===== src/rtl/branch_ctrl_pkg.sv =====
// Shared definitions for the branch sequencing controller.
//   - branch op encoding (matches the EX branch-condition unit)
//   - 2-bit bimodal counter values
//   - controller FSM state encoding
//   - small helpers for op classification and counter saturation
package branch_ctrl_pkg;

    localparam logic [2:0] BR_NO = 3'd0;
    localparam logic [2:0] BR_EQ = 3'd1;
    localparam logic [2:0] BR_NE = 3'd2;
    localparam logic [2:0] BR_GE = 3'd3;
    localparam logic [2:0] BR_LT = 3'd4;
    localparam logic [2:0] BR_GO = 3'd5;

    localparam logic [1:0] SNT = 2'b00;
    localparam logic [1:0] WNT = 2'b01;
    localparam logic [1:0] WT  = 2'b10;
    localparam logic [1:0] ST  = 2'b11;

    typedef enum logic {
        ST_IDLE    = 1'b0,
        ST_RECOVER = 1'b1
    } br_state_e;

    // Conditional branches are the only ones that train the BHT.
    function automatic logic is_cond(input logic [2:0] op);
        return (op >= BR_EQ) && (op <= BR_LT);
    endfunction

    // Encodings above BR_GO are not branches at all.
    function automatic logic is_branch(input logic [2:0] op);
        return (op != BR_NO) && (op <= BR_GO);
    endfunction

    function automatic logic [1:0] sat_update(input logic [1:0] ctr, input logic taken);
        if (taken)
            return (ctr == ST) ? ST : ctr + 2'd1;
        else
            return (ctr == SNT) ? SNT : ctr - 2'd1;
    endfunction

endpackage


===== src/rtl/branch_bht.sv =====
// Bimodal branch history table: 2**IDX_W saturating 2-bit counters.
//   clk, rst_n   : clock, async active-low reset (all entries -> WNT)
//   rd_idx/rd_ctr: combinational read port (sees pre-update value)
//   upd_en/upd_idx/upd_taken : synchronous saturating update port
module branch_bht
    import branch_ctrl_pkg::*;
#(
    parameter int IDX_W = 6
) (
    input  logic             clk,
    input  logic             rst_n,
    input  logic [IDX_W-1:0] rd_idx,
    output logic [1:0]       rd_ctr,
    input  logic             upd_en,
    input  logic [IDX_W-1:0] upd_idx,
    input  logic             upd_taken
);

    localparam int ENTRIES = 1 << IDX_W;

    logic [1:0] ctr [ENTRIES];

    always_ff @(posedge clk or negedge rst_n) begin
        if (!rst_n) begin
            for (int i = 0; i < ENTRIES; i++)
                ctr[i] <= WNT;
        end else if (upd_en) begin
            ctr[upd_idx] <= sat_update(ctr[upd_idx], upd_taken);
        end
    end

    assign rd_ctr = ctr[rd_idx];

endmodule


===== src/rtl/branch_ctrl.sv =====
// Branch sequencing controller for the 5-stage pipeline.
// Predicts at ID from a bimodal BHT, resolves at EX against ex_f, and on a
// mispredict redirects fetch and flushes IF/ID + ID/EX for RECOVER_CYCLES.
// A predicted-taken ID branch redirects fetch and flushes IF/ID only.
//   stall                  : global stall, ID/EX events not consumed
//   id_*                   : decode-stage instruction, id_pred_taken out (comb)
//   ex_*                   : execute-stage branch and its carried prediction
//   redirect_valid/_pc     : registered fetch redirect
//   flush_ifid/flush_idex  : registered squash controls
//   br_cnt/miss_cnt        : wrapping resolved-branch / mispredict counters
module branch_ctrl
    import branch_ctrl_pkg::*;
#(
    parameter int BHT_IDX_W      = 6,
    parameter int RECOVER_CYCLES = 2
) (
    input  logic        clk,
    input  logic        rst_n,
    input  logic        stall,
    input  logic        id_valid,
    input  logic [2:0]  id_br_op,
    input  logic [31:0] id_pc,
    input  logic [31:0] id_target,
    output logic        id_pred_taken,
    input  logic        ex_valid,
    input  logic [2:0]  ex_br_op,
    input  logic        ex_f,
    input  logic [31:0] ex_pc,
    input  logic [31:0] ex_target,
    input  logic        ex_pred_taken,
    output logic        redirect_valid,
    output logic [31:0] redirect_pc,
    output logic        flush_ifid,
    output logic        flush_idex,
    output logic [31:0] br_cnt,
    output logic [31:0] miss_cnt
);

    localparam int CNT_W = (RECOVER_CYCLES > 1) ? $clog2(RECOVER_CYCLES) : 1;

    br_state_e          state, state_nxt;
    logic [CNT_W-1:0]   cnt, cnt_nxt;

    logic [1:0]         bht_rd;
    logic               resolved, mispredict, id_redirect;
    logic               rv_nxt, fi_nxt, fe_nxt;
    logic [31:0]        rpc_nxt;

    logic unused_pc_bits;
    assign unused_pc_bits = ^{id_pc[31:BHT_IDX_W+2], id_pc[1:0],
                              ex_pc[31:BHT_IDX_W+2], ex_pc[1:0]};

    branch_bht #(.IDX_W(BHT_IDX_W)) u_bht (
        .clk       (clk),
        .rst_n     (rst_n),
        .rd_idx    (id_pc[BHT_IDX_W+1:2]),
        .rd_ctr    (bht_rd),
        .upd_en    (resolved && is_cond(ex_br_op)),
        .upd_idx   (ex_pc[BHT_IDX_W+1:2]),
        .upd_taken (ex_f)
    );

    // Unknown ops predict not-taken, same as they resolve.
    always_comb begin
        id_pred_taken = 1'b0;
        if (id_br_op == BR_GO)
            id_pred_taken = 1'b1;
        else if (is_cond(id_br_op))
            id_pred_taken = bht_rd[1];
    end

    assign resolved    = (state == ST_IDLE) && !stall && ex_valid && is_branch(ex_br_op);
    assign mispredict  = resolved && (ex_f != ex_pred_taken);
    // EX is the older instruction, so its mispredict shadows any ID redirect.
    assign id_redirect = (state == ST_IDLE) && !stall && id_valid && id_pred_taken && !mispredict;

    // State register
    always_ff @(posedge clk or negedge rst_n) begin
        if (!rst_n) begin
            state <= ST_IDLE;
            cnt   <= '0;
        end else begin
            state <= state_nxt;
            cnt   <= cnt_nxt;
        end
    end

    // Next-state logic; the recovery countdown ignores stall.
    always_comb begin
        state_nxt = state;
        cnt_nxt   = cnt;
        case (state)
            ST_IDLE: begin
                if (mispredict) begin
                    state_nxt = ST_RECOVER;
                    cnt_nxt   = CNT_W'(RECOVER_CYCLES - 1);
                end
            end
            ST_RECOVER: begin
                if (cnt == '0)
                    state_nxt = ST_IDLE;
                else
                    cnt_nxt = cnt - 1'b1;
            end
            default: state_nxt = ST_IDLE;
        endcase
    end

    // Output logic: next values of the registered controls. Flushes track
    // the upcoming state so they stay high for the whole recovery window.
    always_comb begin
        rv_nxt  = mispredict || id_redirect;
        fi_nxt  = (state_nxt == ST_RECOVER) || id_redirect;
        fe_nxt  = (state_nxt == ST_RECOVER);
        rpc_nxt = redirect_pc;
        if (mispredict)
            rpc_nxt = ex_f ? ex_target : ex_pc + 32'd4;
        else if (id_redirect)
            rpc_nxt = id_target;
    end

    always_ff @(posedge clk or negedge rst_n) begin
        if (!rst_n) begin
            redirect_valid <= 1'b0;
            redirect_pc    <= '0;
            flush_ifid     <= 1'b0;
            flush_idex     <= 1'b0;
            br_cnt         <= '0;
            miss_cnt       <= '0;
        end else begin
            redirect_valid <= rv_nxt;
            redirect_pc    <= rpc_nxt;
            flush_ifid     <= fi_nxt;
            flush_idex     <= fe_nxt;
            if (resolved)
                br_cnt <= br_cnt + 32'd1;
            if (mispredict)
                miss_cnt <= miss_cnt + 32'd1;
        end
    end

endmodule

===== config.mk =====
export PLATFORM = sky130hd
export DESIGN_NAME = branch_ctrl
export DESIGN_NICKNAME = d
export VERILOG_FILES = /design/src/rtl/branch_ctrl_pkg.sv /design/src/rtl/branch_bht.sv /design/src/rtl/branch_ctrl.sv
export SDC_FILE = /design/constraint.sdc
export NUM_CORES = 1
export LEC_CHECK = 0
export ABC_AREA = 1
export CORE_ASPECT_RATIO = 0.8
export CORE_MARGIN = 3
export CORE_UTILIZATION = 50
export CTS_BUF_LIST = sky130_fd_sc_hd__clkbuf_8
export DETAILED_ROUTE_END_ITERATION = 8
export GPL_TIMING_DRIVEN = 0
export HOLD_SLACK_MARGIN = 0.1
export PLACE_DENSITY_LB_ADDON = 0.08
export SETUP_SLACK_MARGIN = 0.3
export SYNTH_ARGS = -nofsm -noshare
export SYNTH_HDL_FRONTEND = slang
export SYNTH_SLANG_ARGS = --single-unit
export TNS_END_PERCENT = 50

===== constraint.sdc =====
create_clock -name clk -period 4.4 [get_ports clk]
set_clock_uncertainty 0.2 [all_clocks]
set_input_delay 0.88 -clock clk [delete_from_list [all_inputs] [get_ports clk]]
set_output_delay 0.88 -clock clk [all_outputs]
set_load 0.01 [all_outputs]

### After elaboration in Yosys (flattened, before gate mapping)

Index checks and enable logic that the tools add are counted.

| cells by class | value |
|---|---|
| add/sub/neg operators | 6 |
| order comparisons | 8 |
| equality and inequality tests | 4 |
| mux-type cells | 24 |
| bitwise logic cells | 3 |
| reductions and logical operators | 19 |

Operators with widths:

| operator | number |
|---|---|
| $bwmux 128 | 1 |
| $mux 32 | 3 |
| $add 32x1->32 const B | 2 |
| $add 32x3->32 const B | 1 |
| $bmux 2 s6 | 2 |
| $mux 2 | 9 |
| $ge 7x7->1 const B | 2 |
| $not 6->7 | 2 |
| $demux 2 s6 | 1 |
| $logic_and 1x1->1 | 12 |
| $le 3x3->1 const B | 3 |
| $lt 7x1->1 const B | 1 |
| $ge 3x1->1 const B | 2 |
| $mux 1 | 6 |
| $pmux 1 s2 | 2 |
| $eq 3x3->1 const B | 1 |
| $reduce_bool 3->1 | 1 |
| $add 2x1->2 const B | 1 |
| $eq 2x2->1 const B | 1 |
| $logic_not 1->1 | 2 |
| $logic_not 2->1 | 1 |
| $logic_or 1x1->1 | 2 |
| $ne 2x2->1 const B | 1 |
| $reduce_bool 2->1 | 1 |
| other kinds (4) | 4 |

| word-level totals | value |
|---|---|
| register bits after elaboration | 228 |
| bits of input ports | 141 |
| output and inout bits | 100 |
| logic and storage cells | 135 |

### Logic depth before layout (Yosys ltp)

Gate-level depths: netlist of run 1.

| depth | value |
|---|---|
| word-level depth | 10 |
| mapped depth | 18 |

### By module

Synthesis of run 1 repeated with hierarchy kept, for this count alone.

| unflattened totals | value |
|---|---|
| cells, all modules | 2350 |
| area, all modules | 15085.7 um^2 |

By module, submodules not included:

| module | instances | cells each | area an instance (um^2) |
|---|---|---|---|
| branch_bht | 1 | 1340 | 8404.3 |
| branch_ctrl | 1 | 1010 | 6681.4 |

### Least setup slack after synthesis of run 1

Ideal clock, no wire load.

| timing | value |
|---|---|
| kind | input to output |
| from | input id_pc[2] |
| to | output id_pred_taken |
| arrival time | 1918 ps |
| required time | 3320 ps |
| path slack | 1402 ps |
| stages on the path | 12 |
| path through | buf_2 > clkbuf_1 > nand2_1 > nand3_1 > nand3_1 > nand2_1 > nand2_1 > nand3_1 > nand2_1 > nand2_1 > nand3_1 > nand2_1 |

| between the ends | value |
|---|---|
| cells in the longest elaborated chain, start to end | 6 |

RTL lines:

| item | line | text |
|---|---|---|
| start, declared | branch_ctrl.sv:22 | `input logic [31:0] id_pc,` |
| $not 6->7 (not written as such) | branch_bht.sv:32 | `assign rd_ctr = ctr[rd_idx];` |
| $bmux 2 s6 | branch_bht.sv:32 |  |
| $mux 2 (not written as such) (2 in a row) | branch_bht.sv:32 |  |
| $mux 1 | branch_ctrl.sv:68 | `else if (is_cond(id_br_op))` |
| $mux 1 | branch_ctrl.sv:66 | `if (id_br_op == BR_GO)` |
| end, declared | branch_ctrl.sv:24 | `output logic id_pred_taken,` |

No other way between the ends. The select of a mux whose other input is x is not followed.

### Worst setup path after layout of run 1

| timing | value |
|---|---|
| from | input id_pc[3] |
| to | output id_pred_taken |

The elaborated chain is that of the path after synthesis.

==> results of run 1 <==
[synthesized netlist by cell type (3+ instances only)]
cell / count / area, µm²
xnor2_1: 29 / 254
nor2_1: 165 / 619
o21ai_1: 5 / 25.0
nand4_1: 36 / 225
nand3_1: 194 / 971
a31oi_1: 4 / 25.0
clkbuf_1: 19 / 71.3
buf_1: 5 / 18.8
dfrtp_1: 164 / 4100
nand2_2: 4 / 25.0
xor2_1: 45 / 394
a21oi_1: 53 / 265
inv_2: 4 / 15.0
nor4_1: 13 / 81.3
nand2_1: 858 / 3220
o21ai_0: 32 / 160
o211ai_1: 5 / 37.5
nand3b_1: 4 / 30.0
nor3b_1: 3 / 22.5
nor3_2: 3 / 30.0
or2_2: 8 / 50.1
ha_1: 3 / 37.5
buf_4: 10 / 75.1
nor3_1: 24 / 120
inv_1: 149 / 559
buf_2: 41 / 205
dfstp_2: 64 / 1680
[through the flow]
stage | instance area [µm²] | setup WS [ns] | hold slack (ns)
floorplan | 13400 | 1.40 | 0.247
global placement | 16000 | -7.53 | 0.252
detailed placement | 16000 | 0.00246 | 0.256
CTS | 16900 | 0.331 | 0.266
global route | 16900 | 0.291 | 0.275
finish | 16900 | 0.335 | 0.262
[routing by layer]
metal  GRT usage (%)  up-vias
li1                -     6687
met1            47.2     6706
met2            49.3      742
met3            9.13      117
met4            10.1        0
met5               0        -
[power groups by stage]
stage	Clock (mW)	Combinational, mW	Sequential, mW
finish	2.12	1.05	2.39
global route	2.24	1.14	2.42
floorplan	0	0.376	2.46
global placement	0	1.02	2.42
CTS	2.14	1.05	2.39
detailed placement	0	1.04	2.42
[what timing repair did]
item	4_1_cts	5_1_grt
hold buffers	1	0
buffers inserted	0	0
endpoints found under the setup margin	0	6
hold endpoints to repair	34	0
gates resized for setup	0	8
[logic make-up after synthesis]
logic type	synth area share [%]
adders and majority gates	0.279
DFF	43.0
buffers and inverters	7.19
xor gates and xnor gates	4.82
and+or+nand+nor	40.8
AOI/OAI and AO/OA	3.87
[critical path, stage by stage]
cell             delay (ns)
buf_4                  0.16
inv_1                  0.29
clkbuf_4               0.34
nand3_1                0.10
nand3_1                0.11
nand2_1                0.12
nand2_1                0.08
nand3_1                0.06
nand2_1                0.16
nand2_1                0.07
nand3_1                0.08
nand2_1                0.06
clkdlybuf4s50_1        0.48
[sequential cells by signal, indices dropped and copies added, names as in the netlist]
signal / count
cnt: 1
u_bht.ctr: 128
flush_idex: 1
redirect_pc: 32
flush_ifid: 1
redirect_valid: 1
miss_cnt: 32
br_cnt: 32
[worst max-delay path by stage]
stage,from,to,slack [ns],cells after the start
after floorplan,id_pc[2],id_pred_taken,1.40,12
after global placement,rst_n,br_cnt[26],-7.53,1
after detailed placement,ex_pc[3],u_bht.ctr[31],0.002,15
after CTS,id_pc[2],id_pred_taken,0.33,13
after global routing,id_pc[3],id_pred_taken,0.29,13
final,id_pc[3],id_pred_taken,0.34,13
[layout make-up]
class / count / area [µm²]
fillers: 2476 / 9470
multi-input cells: 1499 / 6700
flip-flops and latches: 228 / 5790
repair buffers: 212 / 2160
clock buffers: 47 / 647
inverters: 153 / 574
well taps: 357 / 447
plain buffers: 77 / 399
clock inverters: 27 / 206
==> results.tsv, run 1 <==
stage	metric	value	unit
logic_synthesis	syn_avg_cell_area	6.87	µm²
floorplan	core-area	0.0264	mm²
finish	synthToLayoutAreaGrowth	25.8	%
logic_synthesis	synth_fp_nets	2101	
power_and_ir_drop	clock_power_share	38.1	%
clock_tree	clk_path_buf_depth	3	
routing	wl_met1	20600	µm
routing	highest_layer	met4	
power_and_ir_drop	power_density	329	mW/mm²
finish	drive_gt1_share	9.18	%
setup_path	rrSetupSlack	1.56	ns
timing	setup_viol	0	
clock_tree	clk_pin_slew	0.06	ns
setup_path	cp.required	3.32	ns
timing	final_max_slew_viol_count	0	
worst_hold_path	holdPathEnd	br_cnt[31]	
routing	dr_wl_met2	20900	µm
routing	vias	14300	
clock_tree	clock_sinks	228	
routing	avgRoutedWirePerCell	18.6	µm
status	outcome	finished, final reports clean	
power_and_ir_drop	finalPower	5.57	mW
logic_synthesis	yosysSeqAreaShare	43.0	%
routing	dr_wl_met3	5510	µm
logic_synthesis	syn_area	0.0134	mm²
setup_path	rr_startpoint	flush_idex	
routing	drc	0	
global_routing	grtUsageTotal	33.1	%
power_and_ir_drop	netSwitchingFraction	29.9	%
setup_path	rr_endpoint	miss_cnt[16]	
power_and_ir_drop	combPwrFrac	18.9	%
timing	fin_crit	4.06	ns
timing	fin_crit_sh	92.4	%
logic_synthesis	ys_warn_count	0	
place	dpl.hpwl	35300	µm
clock_tree	clk-insertion-delay-late	0.59	ns
power_and_ir_drop	static-leakage-power	8.12	nW
timing	rsz0062_at_grt	true	
logic_synthesis	synth_edf_count	0	
floorplan	die_x	189	µm
logic_synthesis	ys_async_sr_fraction	100	%
routing	routed_wirelength	48500	µm
routing	drtAntennaViolNets	0	
worst_hold_path	whs_path_depth	1	
floorplan	start_util	51.0	%
clock_tree	cts_buffers	40	
setup_path	r2r_cells	13	
place	portBuffers	209	
setup_path	cp_max_fo	10	
floorplan	die_h	153	µm
worst_hold_path	hp-start	br_cnt[31]	
clock_tree	htree_levels	2	
floorplan	io_pins	241	
finish	final_core_util	64.1	%
place	gp_congestion	0.956	
routing	dr.pass1.iters	6	
clock_tree	ctsRootBufferMaster	clkbuf_8	
global_routing	antenna_found_initial	0	
logic_synthesis	synth-seq-cells	228	
power_and_ir_drop	pwr-share-seq	43.0	%
timing	hold_viol	0	
power_and_ir_drop	vdd_drop_max	231	µV
finish	n_antenna_cell	0	
place	dpl.cell_count	2525	
global_routing	grt_first_pass_wirelength	75100	µm
timing	fin_setup_tns	0	ns
setup_path	crit_type	in2out	
finish	final_common_cell	nand2_1	
global_routing	gr-total-overflow	0	
global_routing	grt_pass1_vias	13400	
global_routing	grt_max_degree	108	
power_and_ir_drop	p_switching	1.67	mW
logic_synthesis	synthCells	1957	
worst_hold_path	hp-class	reg2reg	
setup_path	worstSetupEndpointType	output port	
setup_path	start_kind	primary input	
floorplan	die_area	0.0289	mm²
logic_synthesis	ys_types	37	
finish	fin_cells	2600	
routing	via_per_inst	5.48	
floorplan	num_rows	53	
logic_synthesis	synthFlopType	dfrtp_1	
flow_run	cap_viol_max_count	0	
routing	drt_iter0_drc	1343	
timing	timing.slew.headroom	40.5	%
timing	worst_pin_slew	0.892	ns
finish	nets	2355	
power_and_ir_drop	p_int	3.90	mW
setup_path	critPathArrivalTime	2.98	ns
finish	layout_common_cells	nand2_1 (858), clkdlybuf4s50_1 (208), nand3_1 (193)	
clock_tree	cts_tree	yes	
timing	fmax	246	MHz
Note: power is estimated with default switching activity, not from simulation.
==> inputs of run 2 (changes only) <==
==> constraint.sdc (replaced) <==
create_clock -name clk -period 4.4 [get_ports clk]
set_clock_uncertainty 0.2 [all_clocks]
set_input_delay 0.44 -clock clk [delete_from_list [all_inputs] [get_ports clk]]
set_output_delay 0.44 -clock clk [all_outputs]
set_load 0.01 [all_outputs]
==> run 2 against run 1 <==
Compared with the run above: worst hold slack got worse by 0.096 ns; combinational power hardly changed; critical path type is now in2reg; largest power group unchanged; setup slack gained 0.47 ns.
==> results.tsv, run 2 (synthesis gave the netlist of run 1 again) <==
stage	metric	value	unit
routing	vias	14300	
timing	rsz0062_at_grt	false	
timing	fin_setup_tns	0	ns
timing	fmax	278	MHz
power_and_ir_drop	vdd_drop_max	231	µV
clock_tree	cts_buffers	40	
finish	largest_reg_flops	128	
finish	drive_gt1_share	9.01	%
routing	routed_wirelength	48500	µm
floorplan	die_x	189	µm
place	portBuffers	209	
setup_path	cp_max_fo	10	
routing	dr.pass1.iters	7	
finish	design_area	0.0169	mm²
clock_tree	clk-insertion-delay-late	0.58	ns
power_and_ir_drop	power_density	329	mW/mm²
routing	via_per_inst	5.48	
finish	layout_common_cells	nand2_1 (858), clkdlybuf4s50_1 (208), nand3_1 (194)	
global_routing	gr-total-overflow	0	
routing	drc	0	
timing	final_max_slew_viol_count	0	
power_and_ir_drop	static-leakage-power	8.11	nW
setup_path	cp.required	4.72	ns
place	dpl.hpwl	35300	µm
setup_path	rrSetupSlack	1.56	ns
timing	worst_pin_slew	0.892	ns
floorplan	die_area	0.0289	mm²
setup_path	critPathMostFrequentCell	buf_2	
finish	synthToLayoutAreaGrowth	25.7	%
floorplan	die_h	153	µm
setup_path	crit_type	in2reg	
timing	fin_crit	3.59	ns
timing	hold_viol	0	
clock_tree	ctsRootBufferMaster	clkbuf_8	
clock_tree	clk_pin_slew	0.06	ns
floorplan	io_pins	241	
setup_path	r2r_cells	13	
floorplan	start_util	51.0	%
floorplan	num_rows	53	
floorplan	core-area	0.0264	mm²
global_routing	grt_pass1_vias	13400	
setup_path	cp_slowest_cell	clkdlybuf4s50_1	
global_routing	grt_max_degree	108	
routing	drtAntennaViolNets	0	
setup_path	worstSetupEndpointType	flop	
power_and_ir_drop	finalPower	5.56	mW
place	gp_congestion	0.956	
clock_tree	htree_levels	2	
setup_path	critPathArrivalTime	3.92	ns
finish	n_antenna_cell	0	
setup_path	worstPathCellList	clkdlybuf4s50_1 -> buf_2 -> nand3_1 -> inv_1 -> buf_2 -> nand2_1 -> nand4_1 -> o21ai_0 -> nand2_1 -> nor2_1 -> nand3_1 -> buf_2 -> buf_2 -> nand3_1 -> nand2_1	
clock_tree	cts_hold_buf	1	
timing	timing.slew.headroom	40.5	%
timing	fin_crit_sh	81.7	%
worst_hold_path	hp-class	in2async	
finish	final_common_cell	nand2_1	
setup_path	critPathBufInv	6	
finish	nets	2355	
setup_path	critPathTopFamily	buffers and inverters	
clock_tree	post_cts_buffers	0	
clock_tree	clock_sinks	228	
clock_tree	cts_tree	yes	
flow_run	cap_viol_max_count	0	
routing	avgRoutedWirePerCell	18.7	µm
global_routing	antenna_found_initial	0	
routing	drt_iter0_drc	1464	
setup_path	rr_startpoint	flush_idex	
clock_tree	cts_resized	0	
clock_tree	clk_path_buf_depth	3	
place	placed_cell_area	0.0160	mm²
setup_path	max_stage_delay	0.61	ns
status	outcome	finished, final reports clean	
finish	regMostFlops	u_bht.ctr	
global_routing	grt_first_pass_wirelength	75100	µm
global_routing	grtUsageTotal	33.1	%
setup_path	rr_endpoint	miss_cnt[16]	
setup_path	start_kind	primary input	
timing	setup_viol	0	
## run 2: changes by cell type in the layout (fill, tap and decap cells not counted)
cell	change
buf_2	+1
clkbuf_1	+3
clkbuf_4	-1
nand3_2	-1
clkbuf_2	-3
nand3_1	+1
## run 2: routing by layer
metal	up-vias	GRT usage, %	wire length [µm]	part of all wire [%]
met5	-	0	0	0
met1	6704	47.2	20600	43
li1	6679	-	-	-
met4	0	10.1	1450	3.0
met3	118	9.13	5460	11
met2	749	49.3	21000	43
## run 2: final cells by class
cell class	instances	area, µm²
Multi-Input combinational cell	1499	6700
Sequential cell	228	5790
Inverter	153	574
Clock inverter	27	206
Buffer	77	393
Timing Repair Buffer	212	2160
Clock buffer	47	647
Fill cell	2476	9480
Tap cell	357	447
## run 2: metrics by stage
stage          setup WS (ns)  utilization, %  hold slack (ns)  cells
2_1_floorplan           2.05               -          -0.0556   1957
3_3_place_gp           -7.09            60.6            0.252   2523
3_5_place_dp           0.442            60.8            0.165   2525
4_1_cts                 1.04            64.1            0.147   2600
5_1_grt                0.693            64.1            0.178   2600
6_report               0.805            64.1            0.166   2600
## run 2: how the worst max path moves through the flow
stage	endpoint	cells after the start	start	slack (ns)
4_1_cts	u_bht.ctr[31]	15	ex_pc[3]	1.04
3_3_place_gp	br_cnt[26]	1	rst_n	-7.09
5_1_grt	u_bht.ctr[31]	16	ex_pc[3]	0.69
3_5_place_dp	u_bht.ctr[31]	15	ex_pc[3]	0.44
6_report	u_bht.ctr[31]	15	ex_pc[3]	0.81
2_1_floorplan	redirect_pc[12]	16	id_pc[3]	2.05
## run 2: power by group
part,internal [mW],total (mW),switching [mW]
Sequential,2.27,2.39,0.122
Combinational,0.472,1.05,0.581
Clock,1.16,2.12,0.958
Total,3.90,5.56,1.66
==> inputs of run 3 (changes only) <==
clock period = 3.22 ns   (was 4.4 ns; I/O delays follow)
==> run 3 against run 2 <==
Compared with the run above: critical path depth fell by 4; sequential share of layout area fell by 0.38 points; utilization rose by 0.72 points; setup slack got worse by 0.50 ns; non-clock buffer count rose by 11; flip-flop and latch count did not move; power rose by 37%.
==> results.tsv, run 3 (synthesis gave the netlist of run 1 again) <==
stage	metric	value	unit
setup_path	critPathArrivalTime	3.25	ns
clock_tree	clk_path_buf_depth	3	
global_routing	antenna_found_initial	0	
setup_path	crit_type	in2reg	
global_routing	gr-total-overflow	0	
timing	hold_viol	0	
power_and_ir_drop	pwr-share-seq	42.9	%
status	outcome	finished, final reports clean	
clock_tree	clk_pin_slew	0.07	ns
finish	regMostFlops	u_bht.ctr	
finish	drive_gt1_share	10.0	%
setup_path	cp_max_fo	10	
clock_tree	ctsRootBufferMaster	clkbuf_8	
timing	final_max_slew_viol_count	0	
power_and_ir_drop	static-leakage-power	8.19	nW
setup_path	start_kind	primary input	
worst_hold_path	hp-class	in2reg	
place	placed_cell_area	0.0160	mm²
finish	nFillCells	2457	
clock_tree	cts_tree	yes	
setup_path	r2r_cells	11	
power_and_ir_drop	netSwitchingFraction	30.0	%
routing	routed_wirelength	48900	µm
global_routing	grt_pass1_vias	13500	
clock_tree	clk-insertion-delay-late	0.59	ns
routing	drtAntennaViolNets	0	
timing	timing.slew.headroom	33.8	%
power_and_ir_drop	power_density	446	mW/mm²
place	dpl.hpwl	35300	µm
floorplan	die_h	153	µm
floorplan	start_util	51.0	%
timing	rsz0062_at_grt	true	
global_routing	grtUsageTotal	33.3	%
finish	largest_reg_flops	128	
floorplan	num_rows	53	
clock_tree	cts_buffers	40	
place	portBuffers	209	
timing	fmax	343	MHz
power_and_ir_drop	combPwrFrac	19.1	%
finish	nets	2366	
flow_run	cap_viol_max_count	0	
power_and_ir_drop	clock_power_share	38.0	%
finish	seqCellArea	0.00579	mm²
timing	fin_crit	2.91	ns
setup_path	worstSetupEndpointType	flop	
finish	design_area	0.0171	mm²
finish	n_antenna_cell	0	
routing	dr.pass1.iters	5	
timing	setup_viol	0	
finish	multiInputGateArea	0.00676	mm²
finish	layout_common_cells	nand2_1 (858), clkdlybuf4s50_1 (204), nand3_1 (191)	
floorplan	die_x	189	µm
setup_path	cp.required	3.55	ns
routing	via_per_inst	5.46	
floorplan	core-area	0.0264	mm²
finish	final_common_cell	nand2_1	
global_routing	grt_max_degree	108	
global_routing	grt_first_pass_wirelength	75500	µm
timing	fin_crit_sh	90.5	%
power_and_ir_drop	finalPower	7.63	mW
routing	drc	0	
worst_hold_path	whs_path_depth	5	
clock_tree	clock_sinks	228	
floorplan	die_area	0.0289	mm²
power_and_ir_drop	p_switching	2.29	mW
power_and_ir_drop	p_int	5.34	mW
timing	worst_pin_slew	0.985	ns
clock_tree	htree_levels	2	
routing	avgRoutedWirePerCell	18.7	µm
routing	drt_iter0_drc	1636	
finish	final_core_util	64.8	%
floorplan	io_pins	241	
finish	synthToLayoutAreaGrowth	27.1	%
power_and_ir_drop	vdd_drop_max	316	µV
place	gp_congestion	0.956	
routing	vias	14300	
[run 3: cell count changes in the layout (fill, tap and decap cells not counted), moves of 3 or more]
cell	previous run	this run
buf_4	10	20
buf_2	41	36
nand3_4	1	4
nand3_1	194	191
clkbuf_2	0	3
buf_6	2	5
o21ai_2	0	4
clkdlybuf4s50_1	208	204
[run 3: layout make-up]
class,instances,area share (%)
buffer,77,2.45
clock buffer,47,3.78
clock inverter,27,1.21
inverter,153,3.38
multi-input combinational,1499,39.5
sequential,228,33.8
tap,357,2.61
timing repair buffer,223,13.2
[run 3: repair_timing]
| action | in CTS | in global routing |
|---|---|---|
| setup buffers | 2 | 8 |
| hold endpoints to repair | 106 | 0 |
| hold buffers | 2 | 0 |
| gates resized for setup | 20 | 13 |
| setup endpoints to repair | 121 | 131 |
| pin swaps | 1 | 5 |
[run 3: metrics by stage]
step | std cells | TNS [ns] | hold slack (ns) | setup WS [ns]
after detailed placement | 2525 | -59.44 | 0.0472 | -0.620
final | 2611 | 0 | 0.107 | 0.305
after floorplan | 1957 | 0 | -0.174 | 0.917
after global routing | 2611 | 0 | 0.118 | 0.266
after global placement | 2523 | -1721.93 | 0.252 | -8.16
after CTS | 2603 | 0 | 0.103 | 0.287
[run 3: final timing paths]
check                            from            end  slack [ns]
max                          ex_pc[6]  u_bht.ctr[93]        0.31
min                          ex_pc[2]  u_bht.ctr[88]        0.11
max reg2reg                flush_idex     br_cnt[28]        0.57
min reg2reg                br_cnt[31]     br_cnt[31]        0.26
max in group asynchronous       rst_n     br_cnt[26]        1.71
min in group asynchronous       rst_n  u_bht.ctr[80]        0.12
[run 3: power groups by stage]
| stage | Clock, mW | Sequential, mW | Combinational (mW) |
|---|---|---|---|
| floorplan | 0 | 3.37 | 0.514 |
| CTS | 2.92 | 3.27 | 1.44 |
| detailed placement | 0 | 3.31 | 1.42 |
| finish | 2.90 | 3.27 | 1.46 |
| global placement | 0 | 3.31 | 1.40 |
| global route | 3.07 | 3.30 | 1.57 |
[run 3: layer usage]
layer / GRT usage, % / vias to the layer above / routed length, µm
met3: 9.11 / 119 / 5340
met4: 10.3 / 2 / 1430
met2: 49.6 / 709 / 21200
met1: 47.3 / 6709 / 20800
li1: - / 6718 / -
met5: 2.84 / - / 115
[run 3: critical path, stage by stage]
cell and delay, ns:
clkdlybuf4s50_1 0.63, inv_1 0.14, nor3_1 0.78, nand2_1 0.26
nand2_1 0.13, nor2_1 0.08, nand3_1 0.08, buf_2 0.29
buf_2 0.33, nand3_1 0.12, nand2_1 0.08
